`src/rtl/lcd_msg_sequencer_if.sv`:
```
// Offer/accept bundle between lcd_msg_sequencer (master) and the LCD write driver side (slave).
// IDX_W must match the sequencer instance it is connected to.
interface lcd_msg_sequencer_if #(
    parameter int IDX_W = 5
);
    logic             start;
    logic             repeat_mode;
    logic             abort;
    logic             lcd_busy;
    logic             data_ready;
    logic [IDX_W-1:0] data_index;
    logic             line2_req;
    logic             active;
    logic             done;
    logic             timeout_err;

    modport master (
        input  start, repeat_mode, abort, lcd_busy,
        output data_ready, data_index, line2_req, active, done, timeout_err
    );

    modport slave (
        output start, repeat_mode, abort, lcd_busy,
        input  data_ready, data_index, line2_req, active, done, timeout_err
    );
endinterface

```
`src/rtl/lcd_msg_sequencer.sv`:
```
// Steps a message ROM index into an LCD write driver over a ready/busy handshake, with a
// line-2 cursor command after LINE_LEN characters. Optional busy watchdog: LCD_SEQ_TIMEOUT_EN.
module lcd_msg_sequencer #(
    parameter int MSG_LEN     = 32,
    parameter int LINE_LEN    = 16,
    parameter int IDX_W       = 5,
    parameter int TIMEOUT_CYC = 4096
) (
    input  logic                clk,
    input  logic                reset_button_n,
    lcd_msg_sequencer_if.master seq_bus
);

    typedef enum logic [2:0] {
        S_IDLE,
        S_WAIT_RDY,
        S_OFFER,
        S_WAIT_RDY_CMD,
        S_OFFER_CMD,
        S_DONE
    } state_e;

    // Line-2 compare is only meaningful when the message spills past the first line; this
    // also keeps a truncated LINE_LEN-1 from aliasing onto a real index for short messages.
    localparam bit             HAS_LINE2    = (MSG_LEN > LINE_LEN);
    localparam logic [IDX_W-1:0] LAST_IDX     = IDX_W'(MSG_LEN - 1);
    localparam logic [IDX_W-1:0] LINE_END_IDX = IDX_W'(LINE_LEN - 1);
    localparam logic [IDX_W-1:0] LINE2_IDX    = IDX_W'(LINE_LEN);

    if (MSG_LEN < 1 || MSG_LEN > 2 * LINE_LEN || (2 ** IDX_W) < MSG_LEN || TIMEOUT_CYC < 1)
    begin : g_bad_cfg
        $error("lcd_msg_sequencer: illegal MSG_LEN/LINE_LEN/IDX_W/TIMEOUT_CYC combination");
    end

    state_e           state_q;
    logic [IDX_W-1:0] data_index_q;
    logic             data_ready_q;
    logic             line2_req_q;
    logic             active_q;
    logic             done_q;
    logic             timeout_hit;

    always_ff @(posedge clk or negedge reset_button_n) begin
        if (!reset_button_n) begin
            state_q      <= S_IDLE;
            data_index_q <= '0;
            data_ready_q <= 1'b0;
            line2_req_q  <= 1'b0;
            active_q     <= 1'b0;
            done_q       <= 1'b0;
        end else begin
            // NOTE: default assignment makes done a single-cycle pulse without extra states.
            done_q <= 1'b0;
            if (seq_bus.abort || timeout_hit) begin
                state_q      <= S_IDLE;
                data_index_q <= '0;
                data_ready_q <= 1'b0;
                line2_req_q  <= 1'b0;
                active_q     <= 1'b0;
            end else begin
                unique case (state_q)
                    S_IDLE: begin
                        if (seq_bus.start) begin
                            state_q      <= S_WAIT_RDY;
                            data_index_q <= '0;
                            active_q     <= 1'b1;
                        end
                    end
                    S_WAIT_RDY: begin
                        if (!seq_bus.lcd_busy) begin
                            state_q      <= S_OFFER;
                            data_ready_q <= 1'b1;
                        end
                    end
                    S_OFFER: begin
                        if (seq_bus.lcd_busy) begin
                            data_ready_q <= 1'b0;
                            if (data_index_q == LAST_IDX) begin
                                state_q <= S_DONE;
                                done_q  <= 1'b1;
                            end else if (HAS_LINE2 && data_index_q == LINE_END_IDX) begin
                                state_q <= S_WAIT_RDY_CMD;
                            end else begin
                                state_q      <= S_WAIT_RDY;
                                data_index_q <= data_index_q + IDX_W'(1);
                            end
                        end
                    end
                    S_WAIT_RDY_CMD: begin
                        if (!seq_bus.lcd_busy) begin
                            state_q     <= S_OFFER_CMD;
                            line2_req_q <= 1'b1;
                        end
                    end
                    S_OFFER_CMD: begin
                        if (seq_bus.lcd_busy) begin
                            state_q      <= S_WAIT_RDY;
                            line2_req_q  <= 1'b0;
                            data_index_q <= LINE2_IDX;
                        end
                    end
                    S_DONE: begin
                        if (seq_bus.repeat_mode) begin
                            state_q      <= S_WAIT_RDY;
                            data_index_q <= '0;
                        end else begin
                            state_q  <= S_IDLE;
                            active_q <= 1'b0;
                        end
                    end
                    default: begin
                        state_q <= S_IDLE;
                    end
                endcase
            end
        end
    end

`ifdef LCD_SEQ_TIMEOUT_EN
    localparam int TO_W = $clog2(TIMEOUT_CYC + 1);

    logic [TO_W-1:0] to_cnt_q;
    logic [TO_W-1:0] to_cnt_d;
    logic            timeout_err_q;
    logic            stalled;

    // A stall is any cycle where the FSM is waiting on the driver and stays put.
    always_comb begin
        stalled = (((state_q == S_OFFER) || (state_q == S_OFFER_CMD)) && !seq_bus.lcd_busy) ||
                  (((state_q == S_WAIT_RDY) || (state_q == S_WAIT_RDY_CMD)) && seq_bus.lcd_busy);
        timeout_hit = stalled && (to_cnt_q == TO_W'(TIMEOUT_CYC - 1));
        to_cnt_d    = '0;
        if (stalled && !timeout_hit && !seq_bus.abort) begin
            to_cnt_d = to_cnt_q + TO_W'(1);
        end
    end

    always_ff @(posedge clk or negedge reset_button_n) begin
        if (!reset_button_n) begin
            to_cnt_q      <= '0;
            timeout_err_q <= 1'b0;
        end else begin
            to_cnt_q <= to_cnt_d;
            if (timeout_hit) begin
                timeout_err_q <= 1'b1;
            end else if (state_q == S_IDLE && seq_bus.start) begin
                timeout_err_q <= 1'b0;
            end
        end
    end

    assign seq_bus.timeout_err = timeout_err_q;
`else
    assign timeout_hit         = 1'b0;
    assign seq_bus.timeout_err = 1'b0;
`endif

    assign seq_bus.data_ready = data_ready_q;
    assign seq_bus.data_index = data_index_q;
    assign seq_bus.line2_req  = line2_req_q;
    assign seq_bus.active     = active_q;
    assign seq_bus.done       = done_q;

endmodule

```
`src/flat_wrapper.sv`:
```
// flat-port wrapper written by rule: the top's interface ports become plain ports
module lcd_msg_sequencer_flat 
#(
    parameter int MSG_LEN     = 32,
    parameter int LINE_LEN    = 16,
    parameter int IDX_W       = 5,
    parameter int TIMEOUT_CYC = 4096
)
  (clk, reset_button_n, seq_bus_start, seq_bus_repeat_mode, seq_bus_abort, seq_bus_lcd_busy, seq_bus_data_ready, seq_bus_data_index, seq_bus_line2_req, seq_bus_active, seq_bus_done, seq_bus_timeout_err);
  lcd_msg_sequencer_if #(.IDX_W(IDX_W)) seq_bus_i ();
  input  logic clk;
  input  logic reset_button_n;
  input wire logic [$bits(seq_bus_i.start)-1:0] seq_bus_start;
  input wire logic [$bits(seq_bus_i.repeat_mode)-1:0] seq_bus_repeat_mode;
  input wire logic [$bits(seq_bus_i.abort)-1:0] seq_bus_abort;
  input wire logic [$bits(seq_bus_i.lcd_busy)-1:0] seq_bus_lcd_busy;
  output wire logic [$bits(seq_bus_i.data_ready)-1:0] seq_bus_data_ready;
  output wire logic [$bits(seq_bus_i.data_index)-1:0] seq_bus_data_index;
  output wire logic [$bits(seq_bus_i.line2_req)-1:0] seq_bus_line2_req;
  output wire logic [$bits(seq_bus_i.active)-1:0] seq_bus_active;
  output wire logic [$bits(seq_bus_i.done)-1:0] seq_bus_done;
  output wire logic [$bits(seq_bus_i.timeout_err)-1:0] seq_bus_timeout_err;
  assign seq_bus_i.start = seq_bus_start;
  assign seq_bus_i.repeat_mode = seq_bus_repeat_mode;
  assign seq_bus_i.abort = seq_bus_abort;
  assign seq_bus_i.lcd_busy = seq_bus_lcd_busy;
  assign seq_bus_data_ready = seq_bus_i.data_ready;
  assign seq_bus_data_index = seq_bus_i.data_index;
  assign seq_bus_line2_req = seq_bus_i.line2_req;
  assign seq_bus_active = seq_bus_i.active;
  assign seq_bus_done = seq_bus_i.done;
  assign seq_bus_timeout_err = seq_bus_i.timeout_err;
  lcd_msg_sequencer #(.MSG_LEN(MSG_LEN), .LINE_LEN(LINE_LEN), .IDX_W(IDX_W), .TIMEOUT_CYC(TIMEOUT_CYC)) u_core (.clk(clk), .reset_button_n(reset_button_n), .seq_bus(seq_bus_i));
endmodule
```
`config.mk`:
```
export PLATFORM = sky130hd
export DESIGN_NAME = lcd_msg_sequencer_flat
export DESIGN_NICKNAME = d
export VERILOG_FILES = /design/src/rtl/lcd_msg_sequencer_if.sv /design/src/rtl/lcd_msg_sequencer.sv /design/src/flat_wrapper.sv
export SDC_FILE = /design/constraint.sdc
export NUM_CORES = 1
export LEC_CHECK = 0
export CAP_MARGIN = 20
export CORE_ASPECT_RATIO = 1.1
export CORE_MARGIN = 2
export CORE_UTILIZATION = 42
export DETAILED_ROUTE_END_ITERATION = 6
export MAX_ROUTING_LAYER = met4
export PLACE_DENSITY = 0.67
export SETUP_SLACK_MARGIN = 0.02
export SLEW_MARGIN = 20
export SYNTH_ARGS = -nofsm -noshare
export SYNTH_HDL_FRONTEND = slang
export SYNTH_SLANG_ARGS = --single-unit
```
`constraint.sdc`:
```
create_clock -name clk -period 5.79 [get_ports clk]
set_input_delay 0.8685 -clock clk [delete_from_list [all_inputs] [get_ports clk]]
set_output_delay 0.8685 -clock clk [all_outputs]
set_load 0.01 [all_outputs]
```
==> impl_metrics.json <==
{
  "status": "complete, no violations",
  "min-delay-start": "u_core.seq_bus.data_ready",
  "syn_nets": 96,
  "num_vias": 689,
  "synth.area.top_cells": "dfrtp_1 (38%), ha_1 (6.3%), a21oi_1 (4.4%), nor2_1 (2.9%), o21ai_1 (2.5%)",
  "hold_path.class": "reg -> reg",
  "synth_top_area_share_pct": 38.0,
  "fmax_mhz": 423,
  "num_rows": 16,
  "holdPathStages": 2,
  "fin_ws_ns": 3.43,
  "grt_pass1_vias": 648,
  "synth_cells": 86,
  "power_leakage_nw": 0.415,
  "antenna_cells": 0,
  "path_class": "in -> reg",
  "clock_sinks": 12,
  "tightestPinTransition_ns": 0.532,
  "clk_root_buffer_cell": "clkbuf_4",
  "ios": 16,
  "viasPerCell": 5.99,
  "gp_congestion": 0.855,
  "cellPowerDensity_mw_per_mm2": 179,
  "yosysWarnings": 0,
  "grtUsageTotal_pct": 17.3,
  "startpoint_type": "primary input",
  "drv_cap": 0,
  "syn_area_um2": 790,
  "antenna_found_initial": 0,
  "syn_to_final_growth_pct": 19.3,
  "avgRoutedWirePerCell_um": 14.0,
  "drive_gt1_share_pct": 12.4,
  "finalPower_w": 0.000169,
  "firstDrtPassIters": 4,
  "hold_buffers": 0,
  "relSlewSlack_pct": 64.4,
  "cts_resized": 0,
  "tns_ns": 0,
  "path_clk_slew_ns": 0.07,
  "cts_max_level": 1,
  "critPathRequiredTime_ns": 5.94,
  "cp.arrival_ns": 2.52,
  "dieArea_mm2": 0.00224,
  "clk_latency_ns": 0.26,
  "overflow": 0,
  "syn_avg_cell_area_um2": 9.18,
  "drtIter0Drc": 22,
  "antenna_left": 0,
  "ys_ff_latch": 12,
  "dp_hpwl_um": 1210,
  "seq_area_frac_synth_pct": 38.0,
  "cts.path.max_buffers": 2,
  "cts_tree": "yes",
  "die_h_um": 49.5,
  "start_util_pct": 44.3,
  "r2r-end": "u_core.seq_bus.data_index[0]",
  "grt_max_degree": 14,
  "fin_crit_sh_pct": 40.8,
  "coreArea_mm2": 0.00178,
  "synth_top_area_cell": "dfrtp_1",
  "pre_cts_slack_ns": 3.16,
  "final.setup_skew_ns": 0.00139,
  "ys_dominant_reg_cell": "dfrtp_1",
  "synthArstFlopShare_pct": 100,
  "die_w_um": 45.3,
  "r2r_cells": 7,
  "routed_wl_um": 1610,
  "nFillCells": 159,
  "drv_slew": 0,
  "post_cts_buffers": 0,
  "synth_cell_types": 38,
  "worst_hold_path.endpoint": "u_core.seq_bus.data_ready",
  "max-vdd-ir-drop_mv": 0.127,
  "cp_max_fo": 12,
  "numCtsBuffers": 3,
  "setup_viol": 0,
  "fin_crit_ns": 2.36,
  "synth-edff-count": 0,
  "port_buffers": 14,
  "r2r_setup_slack_ns": 3.58,
  "rsz0062_at_grt": "no",
  "drc_errors": 0,
  "cp-end-kind": "flip-flop",
  "fin_nets": 109,
  "hold_viol_final": 0,
  "regToRegStartpoint": "u_core.seq_bus.data_index[0]",
  "grt_pass1_wl_um": 2850
}
==> cell usage after synthesis, types with 2 or more instances <==
cell,instances
a31oi_1,2
a211oi_1,2
dfrtp_1,12
o21ai_0,2
nand3_1,2
nand2b_1,2
a21oi_1,7
buf_2,2
nand2_1,3
and3_1,3
nor3_1,3
o21ai_1,4
clkbuf_1,2
nor2_1,6
inv_1,4
buf_4,2
inv_2,3
o22ai_1,2
ha_1,4
==> metrics by stage <==
stage               utilization [%]  cell area [um2]  hold slack [ns]  std cells
global placement               51.6              920            0.554        112
global route                   52.9              942            0.602        115
detailed placement             51.6              920            0.546        112
CTS                            52.9              942            0.560        115
finish                         52.9              942            0.555        115
floorplan                         -              790            0.568         86
==> logic make-up (layout without fill, tap and decap cells) <==
family          Yosys count  in the layout  share of synthesized area, %
flops                    12             12                          38.0
mux                       3              3                          4.12
compound gates           28             28                          25.2
fa+ha+maj                 4              4                          6.34
other cells               1              1                         0.475
buf+inv                  13             24                          7.45
simple gates             25             25                          18.4
==> routing by layer <==
metal / vias to the layer above / GRT usage, % / share of wire (%)
li1: 343 / - / -
met1: 327 / 23.2 / 48
met2: 17 / 25.0 / 47
met3: 2 / 2.20 / 4.3
met4: 0 / 8.82 / 0.81
met5: - / - / 0
==> state kept, by name, summed over array words and instances, names as in the netlist <==
register,count
u_core.seq_bus.data_index,5
u_core.state_q,3
u_core.seq_bus.active,1
u_core.seq_bus.data_ready,1
u_core.seq_bus.done,1
u_core.seq_bus.line2_req,1
==> cell type report <==
cell class              count  area (um2)  share of cell area [%]
clock buffers               3        22.5                    2.39
well taps                  18        22.5                    2.39
flip-flops and latches     12         300                    31.9
repair buffers             14         140                    14.9
multi-input cells          61         430                    45.7
inverters                   7        26.3                    2.79
==> layout by cell type (no fill, tap or decap), types with 2 or more instances in the layout <==
| cell type | instances |
|---|---|
| inv_2 | 3 |
| a211oi_1 | 2 |
| a21oi_1 | 7 |
| nand2_1 | 3 |
| nand2b_1 | 2 |
| nor3_1 | 3 |
| clkdlybuf4s50_1 | 14 |
| o22ai_1 | 2 |
| dfrtp_1 | 12 |
| nand3_1 | 2 |
| o21ai_0 | 2 |
| ha_1 | 4 |
| inv_1 | 4 |
| o21ai_1 | 4 |
| clkbuf_4 | 3 |
| and3_1 | 3 |
| a31oi_1 | 2 |
| nor2_1 | 6 |
==> worst max path at each step <==
stage	from	to	slack, ns	cells past startpoint
after floorplan	u_core.seq_bus.data_index[0]	u_core.seq_bus.data_index[3]	3.77	7
after global placement	seq_bus_lcd_busy	u_core.seq_bus.data_index[0]	3.14	5
after detailed placement	seq_bus_lcd_busy	u_core.seq_bus.data_index[0]	3.16	5
after CTS	seq_bus_lcd_busy	u_core.seq_bus.data_index[0]	3.44	5
after global routing	seq_bus_lcd_busy	u_core.seq_bus.data_index[0]	3.31	5
final	seq_bus_lcd_busy	u_core.seq_bus.data_index[0]	3.43	5
==> critical path, stage by stage <==
cell and delay, ns:
clkdlybuf4s50_1 0.61, mux2_2 0.41, a21oi_4 0.18, nand2_2 0.12
mux2_1 0.33
==> power breakdown <==
| part | total, W | switching [W] | internal [W] |
|---|---|---|---|
| Clock | 0.0000501 | 0.0000261 | 0.0000240 |
| Sequential | 0.0000907 | 0.00000465 | 0.0000861 |
| Combinational | 0.0000277 | 0.0000148 | 0.0000128 |
| Total | 0.000169 | 0.0000456 | 0.000123 |
Note: power is estimated with default switching activity, not from simulation.
